### config.mk
export PLATFORM = sky130hd
export DESIGN_NAME = wb_port_arbiter
export DESIGN_NICKNAME = d
export VERILOG_FILES = /design/src/rtl/wb_port_arbiter_pkg.sv /design/src/rtl/wb_port_arbiter_result_fifo.sv /design/src/rtl/wb_port_arbiter.sv
export SDC_FILE = /design/constraint.sdc
export NUM_CORES = 1
export LEC_CHECK = 0
export ABC_AREA = 1
export BUFFER_PORTS_ARGS = -buffer_cell sky130_fd_sc_hd__buf_2
export CAP_MARGIN = 20
export CELL_PAD_IN_SITES_DETAIL_PLACEMENT = 0
export CELL_PAD_IN_SITES_GLOBAL_PLACEMENT = 1
export CORE_MARGIN = 5
export CORE_UTILIZATION = 30
export CTS_CLUSTER_SIZE = 14
export DETAILED_ROUTE_END_ITERATION = 6
export PLACE_DENSITY = 0.74
export SKIP_LAST_GASP = 1
export SLEW_MARGIN = 20
export SYNTH_ARGS = -nofsm -noshare
export SYNTH_HDL_FRONTEND = slang
export SYNTH_SLANG_ARGS = --single-unit
export TNS_END_PERCENT = 30
### constraint.sdc
create_clock -name clk -period 2.7 [get_ports clk]
set_clock_uncertainty 0.1 [all_clocks]
set_input_delay 0.27 -clock clk [delete_from_list [all_inputs] [get_ports clk]]
set_output_delay 0.27 -clock clk [all_outputs]
set_load 0.005 [all_outputs]
### src/rtl/wb_port_arbiter_pkg.sv
// Shared sizes and FSM encoding for the register-file write-port arbiter.
package wb_port_arbiter_pkg;

    localparam int unsigned WB_DSIZE = 16;
    localparam int unsigned WB_ASIZE = 4;

    typedef enum logic {
        WB_NORMAL = 1'b0,
        WB_STALL  = 1'b1
    } wb_state_e;

endpackage

### src/rtl/wb_port_arbiter_result_fifo.sv
// Small FIFO holding multi-cycle results until the write port is free;
// also reports whether a probed register has a write still queued.
module wb_result_fifo
    import wb_port_arbiter_pkg::*;
#(
    parameter int unsigned DSIZE = WB_DSIZE,
    parameter int unsigned ASIZE = WB_ASIZE,
    parameter int unsigned DEPTH = 2
) (
    input  logic             clk,
    input  logic             rst,
    input  logic             push,
    input  logic [ASIZE-1:0] push_waddr,
    input  logic [DSIZE-1:0] push_data,
    input  logic             pop,
    output logic [ASIZE-1:0] head_waddr,
    output logic [DSIZE-1:0] head_data,
    output logic             empty,
    output logic             full,
    input  logic [ASIZE-1:0] query_addr,
    output logic             pending_hit
);

    localparam int unsigned PW = $clog2(DEPTH);
    localparam int unsigned CW = PW + 1;

    logic [PW-1:0]                 wr_ptr_q, wr_ptr_d;
    logic [PW-1:0]                 rd_ptr_q, rd_ptr_d;
    logic [CW-1:0]                 count_q, count_d;
    logic [DEPTH-1:0][ASIZE-1:0]   waddr_q, waddr_d;
    logic [DEPTH-1:0][DSIZE-1:0]   data_q, data_d;
    logic [DEPTH-1:0]              match;
    logic                          do_push, do_pop;

    assign full       = (count_q == CW'(DEPTH));
    assign empty      = (count_q == '0);
    assign do_push    = push && !full;
    assign do_pop     = pop && !empty;
    assign head_waddr = waddr_q[rd_ptr_q];
    assign head_data  = data_q[rd_ptr_q];

    always_comb begin
        wr_ptr_d = wr_ptr_q;
        rd_ptr_d = rd_ptr_q;
        count_d  = count_q;
        waddr_d  = waddr_q;
        data_d   = data_q;
        if (do_push) begin
            waddr_d[wr_ptr_q] = push_waddr;
            data_d[wr_ptr_q]  = push_data;
            wr_ptr_d          = wr_ptr_q + PW'(1);
        end
        if (do_pop) begin
            rd_ptr_d = rd_ptr_q + PW'(1);
        end
        case ({do_push, do_pop})
            2'b10:   count_d = count_q + CW'(1);
            2'b01:   count_d = count_q - CW'(1);
            default: count_d = count_q;
        endcase
    end

    // An entry is live when its distance from the read pointer is below count.
    always_comb begin
        logic [PW-1:0] offset;
        offset = '0;
        match  = '0;
        for (int unsigned i = 0; i < DEPTH; i++) begin
            offset   = PW'(i) - rd_ptr_q;
            match[i] = (CW'(offset) < count_q) && (waddr_q[i] == query_addr);
        end
    end

    assign pending_hit = (query_addr != '0) && (|match);

    always_ff @(posedge clk) begin
        if (rst) begin
            wr_ptr_q <= '0;
            rd_ptr_q <= '0;
            count_q  <= '0;
        end else begin
            wr_ptr_q <= wr_ptr_d;
            rd_ptr_q <= rd_ptr_d;
            count_q  <= count_d;
        end
    end

    always_ff @(posedge clk) begin
        waddr_q <= waddr_d;
        data_q  <= data_d;
    end

endmodule

### src/rtl/wb_port_arbiter.sv
// Arbitrates the single register-file write port between the in-order
// EX/WB result and queued multi-cycle results, with a starvation stall.
module wb_port_arbiter
    import wb_port_arbiter_pkg::*;
#(
    parameter int unsigned DSIZE        = WB_DSIZE,
    parameter int unsigned ASIZE        = WB_ASIZE,
    parameter int unsigned DEPTH        = 2,
    parameter int unsigned STARVE_LIMIT = 4
) (
    input  logic             clk,
    input  logic             rst,
    input  logic             alu_valid,
    input  logic [ASIZE-1:0] alu_waddr,
    input  logic [DSIZE-1:0] alu_data,
    input  logic             mc_valid,
    output logic             mc_ready,
    input  logic [ASIZE-1:0] mc_waddr,
    input  logic [DSIZE-1:0] mc_data,
    input  logic [ASIZE-1:0] query_addr,
    output logic             pending_hit,
    output logic             pipe_stall,
    output logic             rf_wen,
    output logic [ASIZE-1:0] rf_waddr,
    output logic [DSIZE-1:0] rf_wdata
);

    localparam int unsigned WW = $clog2(STARVE_LIMIT + 1);
    localparam logic [WW-1:0] WAIT_MAX = WW'(STARVE_LIMIT - 1);

    wb_state_e         state_q, state_d;
    logic [WW-1:0]     wait_cnt_q, wait_cnt_d;
    logic              rf_wen_q, rf_wen_d;
    logic [ASIZE-1:0]  rf_waddr_q, rf_waddr_d;
    logic [DSIZE-1:0]  rf_wdata_q, rf_wdata_d;

    logic              fifo_empty, fifo_full;
    logic [ASIZE-1:0]  head_waddr;
    logic [DSIZE-1:0]  head_data;
    logic              alu_req, pop, push;

    assign alu_req  = alu_valid && (alu_waddr != '0);
    assign mc_ready = !fifo_full;
    // Writes to r0 still complete the handshake but are dropped here.
    assign push     = mc_valid && mc_ready && (mc_waddr != '0);

    wb_result_fifo #(
        .DSIZE (DSIZE),
        .ASIZE (ASIZE),
        .DEPTH (DEPTH)
    ) u_fifo (
        .clk         (clk),
        .rst         (rst),
        .push        (push),
        .push_waddr  (mc_waddr),
        .push_data   (mc_data),
        .pop         (pop),
        .head_waddr  (head_waddr),
        .head_data   (head_data),
        .empty       (fifo_empty),
        .full        (fifo_full),
        .query_addr  (query_addr),
        .pending_hit (pending_hit)
    );

    always_ff @(posedge clk) begin
        if (rst) begin
            state_q <= WB_NORMAL;
        end else begin
            state_q <= state_d;
        end
    end

    always_comb begin
        state_d = WB_NORMAL;
        if (state_q == WB_NORMAL && !fifo_empty && !pop && wait_cnt_q == WAIT_MAX) begin
            state_d = WB_STALL;
        end
    end

    always_comb begin
        pipe_stall = (state_q == WB_STALL);
        pop        = 1'b0;
        rf_wen_d   = 1'b0;
        rf_waddr_d = '0;
        rf_wdata_d = '0;
        case (state_q)
            WB_NORMAL: begin
                if (alu_req) begin
                    rf_wen_d   = 1'b1;
                    rf_waddr_d = alu_waddr;
                    rf_wdata_d = alu_data;
                end else if (!fifo_empty) begin
                    pop        = 1'b1;
                    rf_wen_d   = 1'b1;
                    rf_waddr_d = head_waddr;
                    rf_wdata_d = head_data;
                end
            end
            WB_STALL: begin
                if (!fifo_empty) begin
                    pop        = 1'b1;
                    rf_wen_d   = 1'b1;
                    rf_waddr_d = head_waddr;
                    rf_wdata_d = head_data;
                end
            end
            default: ;
        endcase
    end

    always_comb begin
        wait_cnt_d = wait_cnt_q;
        if (pop || fifo_empty) begin
            wait_cnt_d = '0;
        end else if (wait_cnt_q < WAIT_MAX) begin
            wait_cnt_d = wait_cnt_q + WW'(1);
        end
    end

    always_ff @(posedge clk) begin
        if (rst) begin
            wait_cnt_q <= '0;
            rf_wen_q   <= 1'b0;
            rf_waddr_q <= '0;
            rf_wdata_q <= '0;
        end else begin
            wait_cnt_q <= wait_cnt_d;
            rf_wen_q   <= rf_wen_d;
            rf_waddr_q <= rf_waddr_d;
            rf_wdata_q <= rf_wdata_d;
        end
    end

    assign rf_wen   = rf_wen_q;
    assign rf_waddr = rf_waddr_q;
    assign rf_wdata = rf_wdata_q;

endmodule

==> results by stage <==
CTS:
- The number of levels the H-tree was split into is 3.
- The clock root buffer is clkbuf_8.
- The number of setup buffers added after CTS is 0.
- The number of buffers created by CTS is 9.
- TritonCTS built the clock tree.
- The clock passes through at most 2 buffers.
- The clock network latency to the later pin of the worst-skew pair is 0.34 ns.
- The CTS sink count is 69.
- The CTS clock-pin slew for the worst setup and hold paths is 0.08 ns.

Layout:
- The layout has 931 filler cells.
- The area of all placed cells without fillers is 3490 um2.
- The count of nets after finishing is between 400 and 500.
- In the final layout, flip-flops and latches occupy 1780 um2.
- Once layout is complete, the cells apart from fillers number 484.
- Summing all multi-input logic gate instances after layout gives 855 um2.
- 0 antenna diodes ended up in the layout.
- The post-route netlist has 27.6% of its cells at a drive strength greater than 1.
- At the end of the flow the core is filled with cells to 38.3%.
- The layout overhead on the synthesized area is 26.3%.

Worst setup path:
- The most used cell along the critical path is a21oi_1.
- The kind of launch point of the worst setup path is a register.
- The critical path goes through a21oi_1 > nor2_1 > nand3_1 > a21oi_1 > buf_2.
- The critical path required time is around 2.3 ns.
- The largest single stage delay on the critical path is a little over 0.7 ns.
- By startpoint and endpoint, the worst setup path is classified as register to primary output.
- In this run the worst path has a maximum fanout of 15.
- The kind of capture point of the worst setup path is a primary output.
- The endpoint arrival time on the critical path is 1.71 ns.
- The slowest stage of the critical path belongs to the cell dfxtp_1.

Synthesis:
- The library cell occupying the most area in the post-synthesis netlist is edfxtp_1.
- By area the synthesized netlist is led by edfxtp_1 43%, dfxtp_1 21%, nand2_1 16%.
- In this run the biggest area consumer among cell types represents between 40% and 50% of the synthesized area.
- The net count of the mapped netlist is 337.
- Synthesis handed over a netlist of about 290 instances.
- The most common cell in the synthesized netlist is nand2_1.
- The number of synthesized flops with an enable pin is 40.
- The per-instance average area after synthesis is 9.66 um2.
- Summing every instance area after synthesis gives approximately 2800 um2.
- The share of synthesized area occupied by flip-flops and latches is ~65%.
- By count the netlist is led by 116 x nand2_1, 40 x edfxtp_1, 29 x dfxtp_1.
- The most used flip-flop cell after synthesis is edfxtp_1.
- The fraction of registers with async set/reset is 0%.
- The synthesized netlist contains 24 unique library cells.
- The count of state elements after synthesis is slightly below 70.
- The yosys synthesis warning count is 0.

Timing:
- The number of pins exceeding their max-slew limit in the final report is 0.
- The worst path uses between 70 and 80% of the clock period.
- The worst pin sits at a relative slew slack of 54.4%.
- Adding up every negative setup slack in the final design gives 0 ns.
- The slew at the pin closest to its max-slew limit is 0.684 ns.
- The time the worst path needs with I/O delays and setup is 2.08 ns.
- The final hold violation count is 0.
- Setup repair after global routing left no endpoint under its margin.
- For this run, the top clock speed supported by timing is between 0.4 and 0.5 GHz.
- The worst hold slack is 0.0111 ns.
- Setup slack closes at a little over 0.6 ns.
- The setup-violating endpoint count in the final report is 0.

Placed design:
- Once placement finished, the instance area stood at approximately 3200 um2.
- Buffers placed on the I/O ports in this run total between 70 and 80.
- At the placement stage, the worst setup path has a slack of 0.730 ns.
- Detailed placement finished with a half-perimeter wire length of approximately 4500 um.
- The number of placed instances, taps included, is 461.
- The global placement routability congestion is 0.754.

GRT:
- For this run, the total global-route usage over all layers was measured as roughly 11%.
- The initial antenna violation count came to 0.
- The first global-routing pass estimated 9850 um of wire.
- Global routing finished with a remaining overflow of 0.
- The number of global-route vias before repair is 2,127.
- Entering global routing, the biggest net connects 24 pins.

Hold path:
- The tightest min-delay check is of the input pin to register type.

Pwr:
- The internal power is 1.87 mW.
- The power density relative to cell area is between 700 and 800 nW/um2.
- The fraction of power consumed by sequential logic is 49.5%.
- The total net switching power is around 800 uW.
- The leakage component of the power is 1.56 nW.
- The part of the total power dissipated in combinational logic is 18.9%.
- In this run switching power makes up 30.0% of total power.
- The clock network burns 31.6% of the power.
- VDD sags by at most 309 uV.
- The completed layout was analyzed and its total power is 2.67 mW.

Routing:
- After detailed routing, the total wire length is 6180 um.
- Across all layers, the routed design uses 2,109 vias.
- The number of nets with antenna violations after detailed routing is 0.
- The post-route DRC violation count is 0.
- After detailed routing, the number of vias per cell comes to 4.36.
- In the final routed layout, each cell accounts on average for 12.8 um.
- The detailed-routing iteration count for the pre-antenna-repair pass is 4.
- After the first detailed-routing iteration, the DRC count stood at 50.

Outcome:
- The run finished with clean final reports.

Floorplanning:
- The die outline height is around 110 um.
- The starting density of the core is 30.3%.
- The die covers approximately 11,000 um2.
- The I/O pin total is 72.
- The count of standard-cell rows is 35.
- In this run the horizontal extent of the chip is 106 um.
- In this run the standard cell core region covers 9110 um2.

Flow run:
- The tool flagged a number of max-cap violations equal to 0.
==> power by group through the flow <==
stage / clock [mW] / combinational (mW) / sequential (mW)
2_1_floorplan: 0 / 0.346 / 1.33
3_3_place_gp: 0 / 0.496 / 1.34
3_5_place_dp: 0 / 0.504 / 1.35
4_1_cts: 0.863 / 0.514 / 1.32
5_1_grt: 0.906 / 0.582 / 1.33
6_report: 0.844 / 0.504 / 1.32
==> worst paths after layout <==
path                      from           endpoint  slack [ns]  cells past startpoint
max            u_fifo.rd_ptr_q        pending_hit        0.62                      5
min reg2reg      wait_cnt_q[1]      wait_cnt_q[1]        0.42                      2
min                mc_data[11]  u_fifo.data_q[27]        0.01                      1
max reg2reg  u_fifo.count_q[0]  u_fifo.waddr_q[7]        0.74                      5
==> per-layer routing <==
layer	global-route usage, %	part of all wire, %	wire length [um]	vias up
met1	12.4	41	2510	949
met2	20.2	51	3150	59
met4	5.37	2.2	138	0
met3	2.67	6.0	373	11
met5	0	0	0	-
li1	-	-	-	1090
==> critical path, delay by kind of cell (launching register included) <==
| family | cells | cell delay, ns |
|---|---|---|
| buffers and inverters | 1 | 0.12 |
| AOI/OAI and AO/OA | 2 | 0.29 |
| and+or+nand+nor | 2 | 0.23 |
| DFF | 1 | 0.71 |
==> kinds of logic after synthesis <==
logic type / Yosys count / share of synthesized area (%)
buffers and inverters: 28 / 4.71
AOI/OAI and AO/OA: 38 / 7.20
adders and majority gates: 3 / 1.36
DFF: 69 / 64.5
and+or+nand+nor: 145 / 21.3
xor gates and xnor gates: 3 / 0.952
==> cell type report <==
class	instances	area share, %
sequential	69	51.1
multi-input combinational	189	24.5
timing repair buffer	81	12.8
tap	111	3.98
clock buffer	9	3.55
clock inverter	7	2.08
inverter	18	1.94
==> cells in the final DEF, fill, tap and decap left out <==
cell type      count
nor2_2             2
ha_1               3
inv_2              2
buf_4              3
a21oi_2            2
nand2_1          116
a31oi_1            1
nand2_4            1
a21oi_1           26
clkbuf_8           9
edfxtp_1          40
nor2_1            15
buf_2             71
nor2_4             2
xnor2_1            2
nand3_1            3
dlygate4sd3_1      7
dfxtp_1           29
o21ai_0            8
xor2_1             1
inv_6              2
nand3b_1           1
clkinv_2           2
clkinvlp_4         2
inv_1             16
o21ai_1            1
nor4_1             1
nand2_2            4
bufinv_16          1
==> registers in the layout, indices dropped and copies added (netlist names) <==
name             count
u_fifo.data_q       32
u_fifo.wr_ptr_q      1
rf_wdata            16
u_fifo.waddr_q       8
rf_waddr             4
u_fifo.count_q       2
u_fifo.rd_ptr_q      1
wait_cnt_q           3
rf_wen               1
pipe_stall           1
==> timing repair <==
action / 4_1_cts / 5_1_grt
hold buffers: 5 / 2
gates resized for setup: 0 / 0
endpoints found under the hold margin: 9 / 3
(Power assumes the default switching activity.)
